--- src/rtl/rbm_axi_pkg.sv ---
// Shared definitions for the register-bus to AXI4-Lite master:
// FSM state encoding and AXI response codes.
package rbm_axi_pkg;

    typedef enum logic [2:0] {
        ST_IDLE  = 3'd0,
        ST_WRITE = 3'd1,
        ST_WRESP = 3'd2,
        ST_RADDR = 3'd3,
        ST_RDATA = 3'd4,
        ST_RSP   = 3'd5
    } state_t;

    localparam logic [1:0] RESP_OKAY   = 2'b00;
    localparam logic [1:0] RESP_EXOKAY = 2'b01;
    localparam logic [1:0] RESP_SLVERR = 2'b10;
    localparam logic [1:0] RESP_DECERR = 2'b11;

endpackage

--- src/rtl/rbm_axil_master.sv ---
// Single-outstanding AXI4-Lite master: turns one host command into an AXI
// write or read and returns the captured response, with a sticky phase timeout.
module rbm_axil_master
    import rbm_axi_pkg::*;
#(
    parameter int ADDR_W      = 32,
    parameter int TIMEOUT_CYC = 1024
) (
    input  logic              ACLK,
    input  logic              ARESETn,
    output logic [ADDR_W-1:0] M_AWADDR,
    output logic              M_AWVALID,
    input  logic              M_AWREADY,
    output logic [31:0]       M_WDATA,
    output logic [3:0]        M_WSTRB,
    output logic              M_WVALID,
    input  logic              M_WREADY,
    input  logic [1:0]        M_BRESP,
    input  logic              M_BVALID,
    output logic              M_BREADY,
    output logic [ADDR_W-1:0] M_ARADDR,
    output logic              M_ARVALID,
    input  logic              M_ARREADY,
    input  logic [31:0]       M_RDATA,
    input  logic [1:0]        M_RRESP,
    input  logic              M_RVALID,
    output logic              M_RREADY,
    input  logic              cmd_valid,
    output logic              cmd_ready,
    input  logic              cmd_write,
    input  logic [ADDR_W-1:0] cmd_addr,
    input  logic [31:0]       cmd_wdata,
    input  logic [3:0]        cmd_wstrb,
    output logic              rsp_valid,
    input  logic              rsp_ready,
    output logic [31:0]       rsp_rdata,
    output logic [1:0]        rsp_resp,
    output logic              timeout
);

    localparam int             CNT_W   = $clog2(TIMEOUT_CYC + 1);
    localparam logic [CNT_W-1:0] CNT_MAX = CNT_W'(TIMEOUT_CYC - 1);

    state_t             r_state;
    logic [CNT_W-1:0]   r_cnt;
    logic [ADDR_W-1:0]  r_addr;
    logic [31:0]        r_wdata;
    logic [3:0]         r_wstrb;
    logic               r_awvalid;
    logic               r_wvalid;
    logic               r_bready;
    logic               r_arvalid;
    logic               r_rready;
    logic               r_cmd_ready;
    logic               r_rsp_valid;
    logic [31:0]        r_rsp_rdata;
    logic [1:0]         r_rsp_resp;
    logic               r_timeout;

    logic               w_aw_fin;
    logic               w_w_fin;
    logic               w_in_phase;

    // A channel counts as finished once its valid has dropped or is handshaking now
    assign w_aw_fin   = ~r_awvalid | M_AWREADY;
    assign w_w_fin    = ~r_wvalid  | M_WREADY;
    assign w_in_phase = (r_state == ST_WRITE) || (r_state == ST_WRESP) ||
                        (r_state == ST_RADDR) || (r_state == ST_RDATA);

    // Transaction FSM with registered AXI and host-side outputs
    always_ff @(posedge ACLK or negedge ARESETn) begin
        if (!ARESETn) begin
            r_state     <= ST_IDLE;
            r_cnt       <= '0;
            r_addr      <= '0;
            r_wdata     <= 32'h0000_0000;
            r_wstrb     <= 4'h0;
            r_awvalid   <= 1'b0;
            r_wvalid    <= 1'b0;
            r_bready    <= 1'b0;
            r_arvalid   <= 1'b0;
            r_rready    <= 1'b0;
            r_cmd_ready <= 1'b0;
            r_rsp_valid <= 1'b0;
            r_rsp_rdata <= 32'h0000_0000;
            r_rsp_resp  <= RESP_OKAY;
            r_timeout   <= 1'b0;
        end else begin
            if (r_cnt != CNT_MAX) begin
                r_cnt <= r_cnt + 1'b1;
            end
            // Flag only; the transaction keeps waiting for the slave
            if (w_in_phase && (r_cnt == CNT_MAX)) begin
                r_timeout <= 1'b1;
            end
            case (r_state)
                ST_IDLE: begin
                    r_cnt       <= '0;
                    r_cmd_ready <= 1'b1;
                    if (cmd_valid && r_cmd_ready) begin
                        r_cmd_ready <= 1'b0;
                        r_timeout   <= 1'b0;
                        r_addr      <= cmd_addr;
                        r_wdata     <= cmd_wdata;
                        r_wstrb     <= cmd_wstrb;
                        if (cmd_write) begin
                            r_awvalid <= 1'b1;
                            r_wvalid  <= 1'b1;
                            r_state   <= ST_WRITE;
                        end else begin
                            r_arvalid <= 1'b1;
                            r_state   <= ST_RADDR;
                        end
                    end
                end
                ST_WRITE: begin
                    if (M_AWREADY) r_awvalid <= 1'b0;
                    if (M_WREADY)  r_wvalid  <= 1'b0;
                    if (w_aw_fin && w_w_fin) begin
                        r_awvalid <= 1'b0;
                        r_wvalid  <= 1'b0;
                        r_bready  <= 1'b1;
                        r_cnt     <= '0;
                        r_state   <= ST_WRESP;
                    end
                end
                ST_WRESP: begin
                    if (M_BVALID) begin
                        r_bready    <= 1'b0;
                        r_rsp_resp  <= M_BRESP;
                        r_rsp_rdata <= 32'h0000_0000;
                        r_rsp_valid <= 1'b1;
                        r_cnt       <= '0;
                        r_state     <= ST_RSP;
                    end
                end
                ST_RADDR: begin
                    if (M_ARREADY) begin
                        r_arvalid <= 1'b0;
                        r_rready  <= 1'b1;
                        r_cnt     <= '0;
                        r_state   <= ST_RDATA;
                    end
                end
                ST_RDATA: begin
                    if (M_RVALID) begin
                        r_rready    <= 1'b0;
                        r_rsp_resp  <= M_RRESP;
                        r_rsp_rdata <= M_RDATA;
                        r_rsp_valid <= 1'b1;
                        r_cnt       <= '0;
                        r_state     <= ST_RSP;
                    end
                end
                ST_RSP: begin
                    if (rsp_ready) begin
                        r_rsp_valid <= 1'b0;
                        r_cmd_ready <= 1'b1;
                        r_cnt       <= '0;
                        r_state     <= ST_IDLE;
                    end
                end
                default: begin
                    r_awvalid   <= 1'b0;
                    r_wvalid    <= 1'b0;
                    r_bready    <= 1'b0;
                    r_arvalid   <= 1'b0;
                    r_rready    <= 1'b0;
                    r_rsp_valid <= 1'b0;
                    r_cmd_ready <= 1'b0;
                    r_cnt       <= '0;
                    r_state     <= ST_IDLE;
                end
            endcase
        end
    end

    assign M_AWADDR  = r_addr;
    assign M_ARADDR  = r_addr;
    assign M_AWVALID = r_awvalid;
    assign M_WDATA   = r_wdata;
    assign M_WSTRB   = r_wstrb;
    assign M_WVALID  = r_wvalid;
    assign M_BREADY  = r_bready;
    assign M_ARVALID = r_arvalid;
    assign M_RREADY  = r_rready;
    assign cmd_ready = r_cmd_ready;
    assign rsp_valid = r_rsp_valid;
    assign rsp_rdata = r_rsp_rdata;
    assign rsp_resp  = r_rsp_resp;
    assign timeout   = r_timeout;

endmodule

--- config.mk ---
export PLATFORM = sky130hd
export DESIGN_NAME = rbm_axil_master
export DESIGN_NICKNAME = d
export VERILOG_FILES = /design/src/rtl/rbm_axi_pkg.sv /design/src/rtl/rbm_axil_master.sv
export SDC_FILE = /design/constraint.sdc
export NUM_CORES = 1
export LEC_CHECK = 0
export ABC_AREA = 0
export BUFFER_PORTS_ARGS = -buffer_cell sky130_fd_sc_hd__buf_2
export CORE_UTILIZATION = 30
export DETAILED_ROUTE_END_ITERATION = 10
export SLEW_MARGIN = 15
export SYNTH_ARGS = -nofsm -noshare
export SYNTH_HDL_FRONTEND = slang
export SYNTH_SLANG_ARGS = --single-unit
--- constraint.sdc ---
create_clock -name ACLK -period 1.8 [get_ports ACLK]
set_input_delay 0.27 -clock ACLK [delete_from_list [all_inputs] [get_ports ACLK]]
set_output_delay 0.27 -clock ACLK [all_outputs]
set_load 0.02 [all_outputs]
==> flow_results.xml <==
<?xml version="1.0" encoding="UTF-8"?>
<metrics>
  <group name="timing">
    <metric name="achievable-frequency" unit="MHz">602</metric>
    <metric name="hold-worst-slack" unit="ns">0.0729</metric>
    <metric name="setup-tns-final" unit="ns">0</metric>
    <metric name="postLayoutSetupSlackWorst" unit="ns">0.138</metric>
    <metric name="min_period" unit="ns">1.66</metric>
    <metric name="grt_setup_unrepaired" unit="">no</metric>
    <metric name="final_max_tran_viols" unit="">0</metric>
    <metric name="timing_hold_violations_final" unit="">0</metric>
    <metric name="setup_viol_count_final" unit="">0</metric>
    <metric name="clock_skew" unit="ns">0.00718</metric>
    <metric name="worstMarginPinSlew" unit="ns">0.450</metric>
    <metric name="post-route-period-util" unit="">0.923</metric>
    <metric name="timing.slew.headroom" unit="">0.700</metric>
  </group>
  <group name="finish">
    <metric name="finalInstanceArea" unit="um^2">7560</metric>
    <metric name="post_route_cells_drive_above_1_share" unit="">0.535</metric>
    <metric name="finalNetCount" unit="">816</metric>
    <metric name="number_of_cells_in_the_finished_layout_apart_from_fillers" unit="">940</metric>
    <metric name="layout-area-overhead-vs-synth" unit="%">42.4</metric>
    <metric name="final.fill_count" unit="">1678</metric>
  </group>
  <group name="detailed_routing">
    <metric name="routed_wire_length_per_instance" unit="um">13.3</metric>
    <metric name="route.detailed.vias_per_inst" unit="">4.39</metric>
    <metric name="drt_iter0_markers" unit="">119</metric>
    <metric name="detail_route.first_pass.iterations" unit="">4</metric>
    <metric name="route.antenna.remaining_nets" unit="">0</metric>
    <metric name="wirelength" unit="um">12500</metric>
    <metric name="post-route-drc-count" unit="">0</metric>
    <metric name="dr_total_vias" unit="">4130</metric>
  </group>
  <group name="logic_synthesis">
    <metric name="postSynthCellCount" unit="">455</metric>
    <metric name="synth.top_cells.by_area" unit="">sky130_fd_sc_hd__dfrtp_1, sky130_fd_sc_hd__mux2_2, sky130_fd_sc_hd__nand2_1</metric>
    <metric name="post_synth_instance_area" unit="um^2">5310</metric>
    <metric name="ys_ff_latch" unit="">124</metric>
    <metric name="synth-seq-area-share" unit="">0.584</metric>
    <metric name="dominantRegCellSynth" unit="">sky130_fd_sc_hd__dfrtp_1</metric>
    <metric name="synth_largest_area_cell" unit="">sky130_fd_sc_hd__dfrtp_1</metric>
    <metric name="synth_cell_type_count" unit="">38</metric>
    <metric name="syn_area_per_cell" unit="um^2">11.7</metric>
    <metric name="synthDominantCellAreaShare" unit="">0.584</metric>
    <metric name="synth-edff-count" unit="">0</metric>
    <metric name="synth_fp_nets" unit="">570</metric>
    <metric name="synth_async_sr_flop_share" unit="">1.00</metric>
    <metric name="yosysWarnings" unit="">0</metric>
  </group>
  <group name="status">
    <metric name="result_of_the_run" unit="">finished, final reports clean</metric>
  </group>
  <group name="run">
    <metric name="max_cap_viol_count" unit="">0</metric>
  </group>
  <group name="hold_path">
    <metric name="hp-class" unit="">in -&gt; reg</metric>
    <metric name="worstHoldPathCells" unit="">2</metric>
    <metric name="timing.hold.worst_endpoint" unit="">M_ARADDR[9]</metric>
    <metric name="hold_path_startpoint" unit="">cmd_addr[9]</metric>
  </group>
  <group name="floorplanning">
    <metric name="die_area" unit="um^2">18200</metric>
    <metric name="start_util" unit="">0.307</metric>
    <metric name="coreArea" unit="um^2">17300</metric>
    <metric name="pin_count" unit="">256</metric>
    <metric name="rows" unit="">48</metric>
    <metric name="die_h" unit="um">135</metric>
    <metric name="die-width" unit="um">135</metric>
  </group>
  <group name="clock_tree">
    <metric name="clk_pin_slew_worst_paths" unit="ns">0.06</metric>
    <metric name="cts_root_buf" unit="">sky130_fd_sc_hd__clkbuf_16</metric>
    <metric name="numCtsBuffers" unit="">17</metric>
    <metric name="post-cts-setup-buffers" unit="">0</metric>
    <metric name="cts_htree_levels" unit="">4</metric>
    <metric name="tritoncts" unit="">done</metric>
    <metric name="worst_skew_pair_latency" unit="ns">0.41</metric>
    <metric name="clk_sinks" unit="">124</metric>
    <metric name="clock_path_buffers" unit="">2</metric>
  </group>
  <group name="power_and_ir_drop">
    <metric name="power.density" unit="nW/um^2">1960</metric>
    <metric name="static-leakage-power" unit="nW">3.72</metric>
    <metric name="worst_ir_drop_vdd" unit="V">0.000782</metric>
  </group>
  <group name="global_route">
    <metric name="grt_most_used_layer" unit="">met2</metric>
    <metric name="grtUsageMet1" unit="">0.174</metric>
    <metric name="number_of_global_route_vias_before_repair" unit="">3816</metric>
    <metric name="grt_use_met3" unit="">0.0484</metric>
    <metric name="grt_pass1_wl" unit="um">19500</metric>
    <metric name="pin_count_of_the_biggest_net_entering_global_routing" unit="">69</metric>
    <metric name="grt_antenna_before_repair" unit="">1</metric>
    <metric name="gr_util_all_layers" unit="">0.139</metric>
    <metric name="gr-usage-met2" unit="">0.215</metric>
    <metric name="global_route.overflow_total" unit="">0</metric>
  </group>
  <group name="placement">
    <metric name="placed_cells" unit="">906</metric>
    <metric name="dpl_cell_area" unit="um^2">6790</metric>
    <metric name="place.port_buffers" unit="">255</metric>
    <metric name="placer_congestion" unit="">0.756</metric>
    <metric name="dp_worst_setup_slack" unit="ns">0.0764</metric>
    <metric name="place.detailed.hpwl" unit="um">9180</metric>
  </group>
  <group name="worst_setup_path">
    <metric name="worst_r2r_startpoint" unit="">r_state[0]</metric>
    <metric name="crit-reg2reg-capture" unit="">M_ARADDR[30]</metric>
    <metric name="ff2ff_setup_slack" unit="ns">0.14</metric>
    <metric name="arrival" unit="ns">1.95</metric>
    <metric name="end_kind" unit="">flop</metric>
    <metric name="start_kind" unit="">flop</metric>
    <metric name="criticalPathCategory" unit="">reg -&gt; reg</metric>
    <metric name="cp_data_required_time" unit="ns">2.09</metric>
    <metric name="worst-path-max-fanout" unit="">19</metric>
    <metric name="r2r_cells" unit="">4</metric>
  </group>
</metrics>
report_power, final:
group	internal [mW]	total (mW)	switching [mW]
clock network	3.06	4.34	1.28
logic	2.41	5.92	3.51
registers	3.86	4.53	0.669
critical path: stages (launching register included):
cell	delay, ns
sky130_fd_sc_hd__dfrtp_1	0.50
sky130_fd_sc_hd__nor4_4	0.30
sky130_fd_sc_hd__buf_12	0.21
sky130_fd_sc_hd__buf_12	0.17
sky130_fd_sc_hd__mux2_2	0.35
final cells by class:
class                      instances  area [um^2]  area share
antenna                            1         2.50    0.000331
clock buffer                      18          439      0.0581
clock inverter                    14          313      0.0414
inverter                           7         26.3     0.00347
multi-input combinational        269         1820       0.241
sequential                       124         3100       0.410
tap                              225          282      0.0372
timing repair buffer             282         1570       0.208
synth_stat cells (3+ instances only):
master / number
sky130_fd_sc_hd__clkbuf_1: 8
sky130_fd_sc_hd__buf_2: 10
sky130_fd_sc_hd__a21oi_1: 13
sky130_fd_sc_hd__nor2_1: 15
sky130_fd_sc_hd__mux2_1: 9
sky130_fd_sc_hd__nand2_1: 75
sky130_fd_sc_hd__xnor2_1: 3
sky130_fd_sc_hd__a31oi_1: 3
sky130_fd_sc_hd__nor3_1: 8
sky130_fd_sc_hd__mux2_2: 60
sky130_fd_sc_hd__nand2b_1: 4
sky130_fd_sc_hd__dfrtp_1: 124
sky130_fd_sc_hd__buf_4: 36
sky130_fd_sc_hd__o21ai_0: 36
sky130_fd_sc_hd__inv_1: 7
sky130_fd_sc_hd__o21ai_1: 6
sky130_fd_sc_hd__nand3_1: 7
sky130_fd_sc_hd__mux2i_1: 4
sky130_fd_sc_hd__a211oi_1: 5
metrics by stage:
step / util / power [mW]
global placement: 0.393 / 10.5
global route: 0.437 / 15.7
CTS: 0.437 / 15.0
detailed placement: 0.393 / 10.6
floorplan: - / 8.80
finish: 0.437 / 14.8
worst max path at each step:
stage                     startpoint            to  slack, ns
after floorplan            cmd_ready  M_ARADDR[10]        0.1
after global placement    r_state[0]    M_WDATA[3]       0.16
after detailed placement   cmd_ready  M_ARADDR[30]       0.08
after CTS                  cmd_ready  M_ARADDR[30]       0.06
after global routing        r_cnt[0]      r_cnt[1]       0.02
final                     r_state[0]  M_ARADDR[30]       0.14
what timing repair did:
action	4_1_cts	5_1_grt
gates resized for setup	0	2
endpoints found under the hold margin	25	0
hold buffers	1	0
setup endpoints to repair	0	23
cell families (layout without fill, tap and decap cells):
| family | Yosys count | in the layout | synth area share |
|---|---|---|---|
| AOI/OAI and AO/OA | 73 | 73 | 0.0782 |
| adders and majority gates | 1 | 1 | 0.00236 |
| DFF | 124 | 124 | 0.584 |
| buffers and inverters | 62 | 321 | 0.0730 |
| other | 0 | 1 | 0 |
| muxes | 73 | 73 | 0.154 |
| and+or+nand+nor | 118 | 118 | 0.102 |
| xor gates and xnor gates | 4 | 4 | 0.00660 |
metal layers:
metal | vias to the layer above | wire length, um
met5 | - | 0
met4 | 0 | 249
met3 | 19 | 927
met2 | 168 | 5770
met1 | 1928 | 5560
li1 | 2015 | -
sequential cells by signal (all words and copies together) (netlist names):
signal     cells
rsp_resp       2
rsp_rdata     32
rsp_valid      1
M_WDATA       32
M_ARADDR      32
M_ARVALID      1
r_state        3
r_cnt         11
M_BREADY       1
M_RREADY       1
M_WVALID       1
M_WSTRB        4
cmd_ready      1
M_AWVALID      1
timeout        1
placed cells by master, fill, tap and decap left out, types with 8 or more instances in the layout:
master and count:
sky130_fd_sc_hd__buf_2 254, sky130_fd_sc_hd__dfrtp_1 123, sky130_fd_sc_hd__nand2_1 74, sky130_fd_sc_hd__mux2_2 60, sky130_fd_sc_hd__o21ai_0 36, sky130_fd_sc_hd__buf_4 20
sky130_fd_sc_hd__clkbuf_16 17, sky130_fd_sc_hd__nor2_1 15, sky130_fd_sc_hd__a21oi_1 13, sky130_fd_sc_hd__mux2_1 9, sky130_fd_sc_hd__bufinv_16 9, sky130_fd_sc_hd__nor3_1 8
No activity file was read; power rests on OpenSTA's default activity.
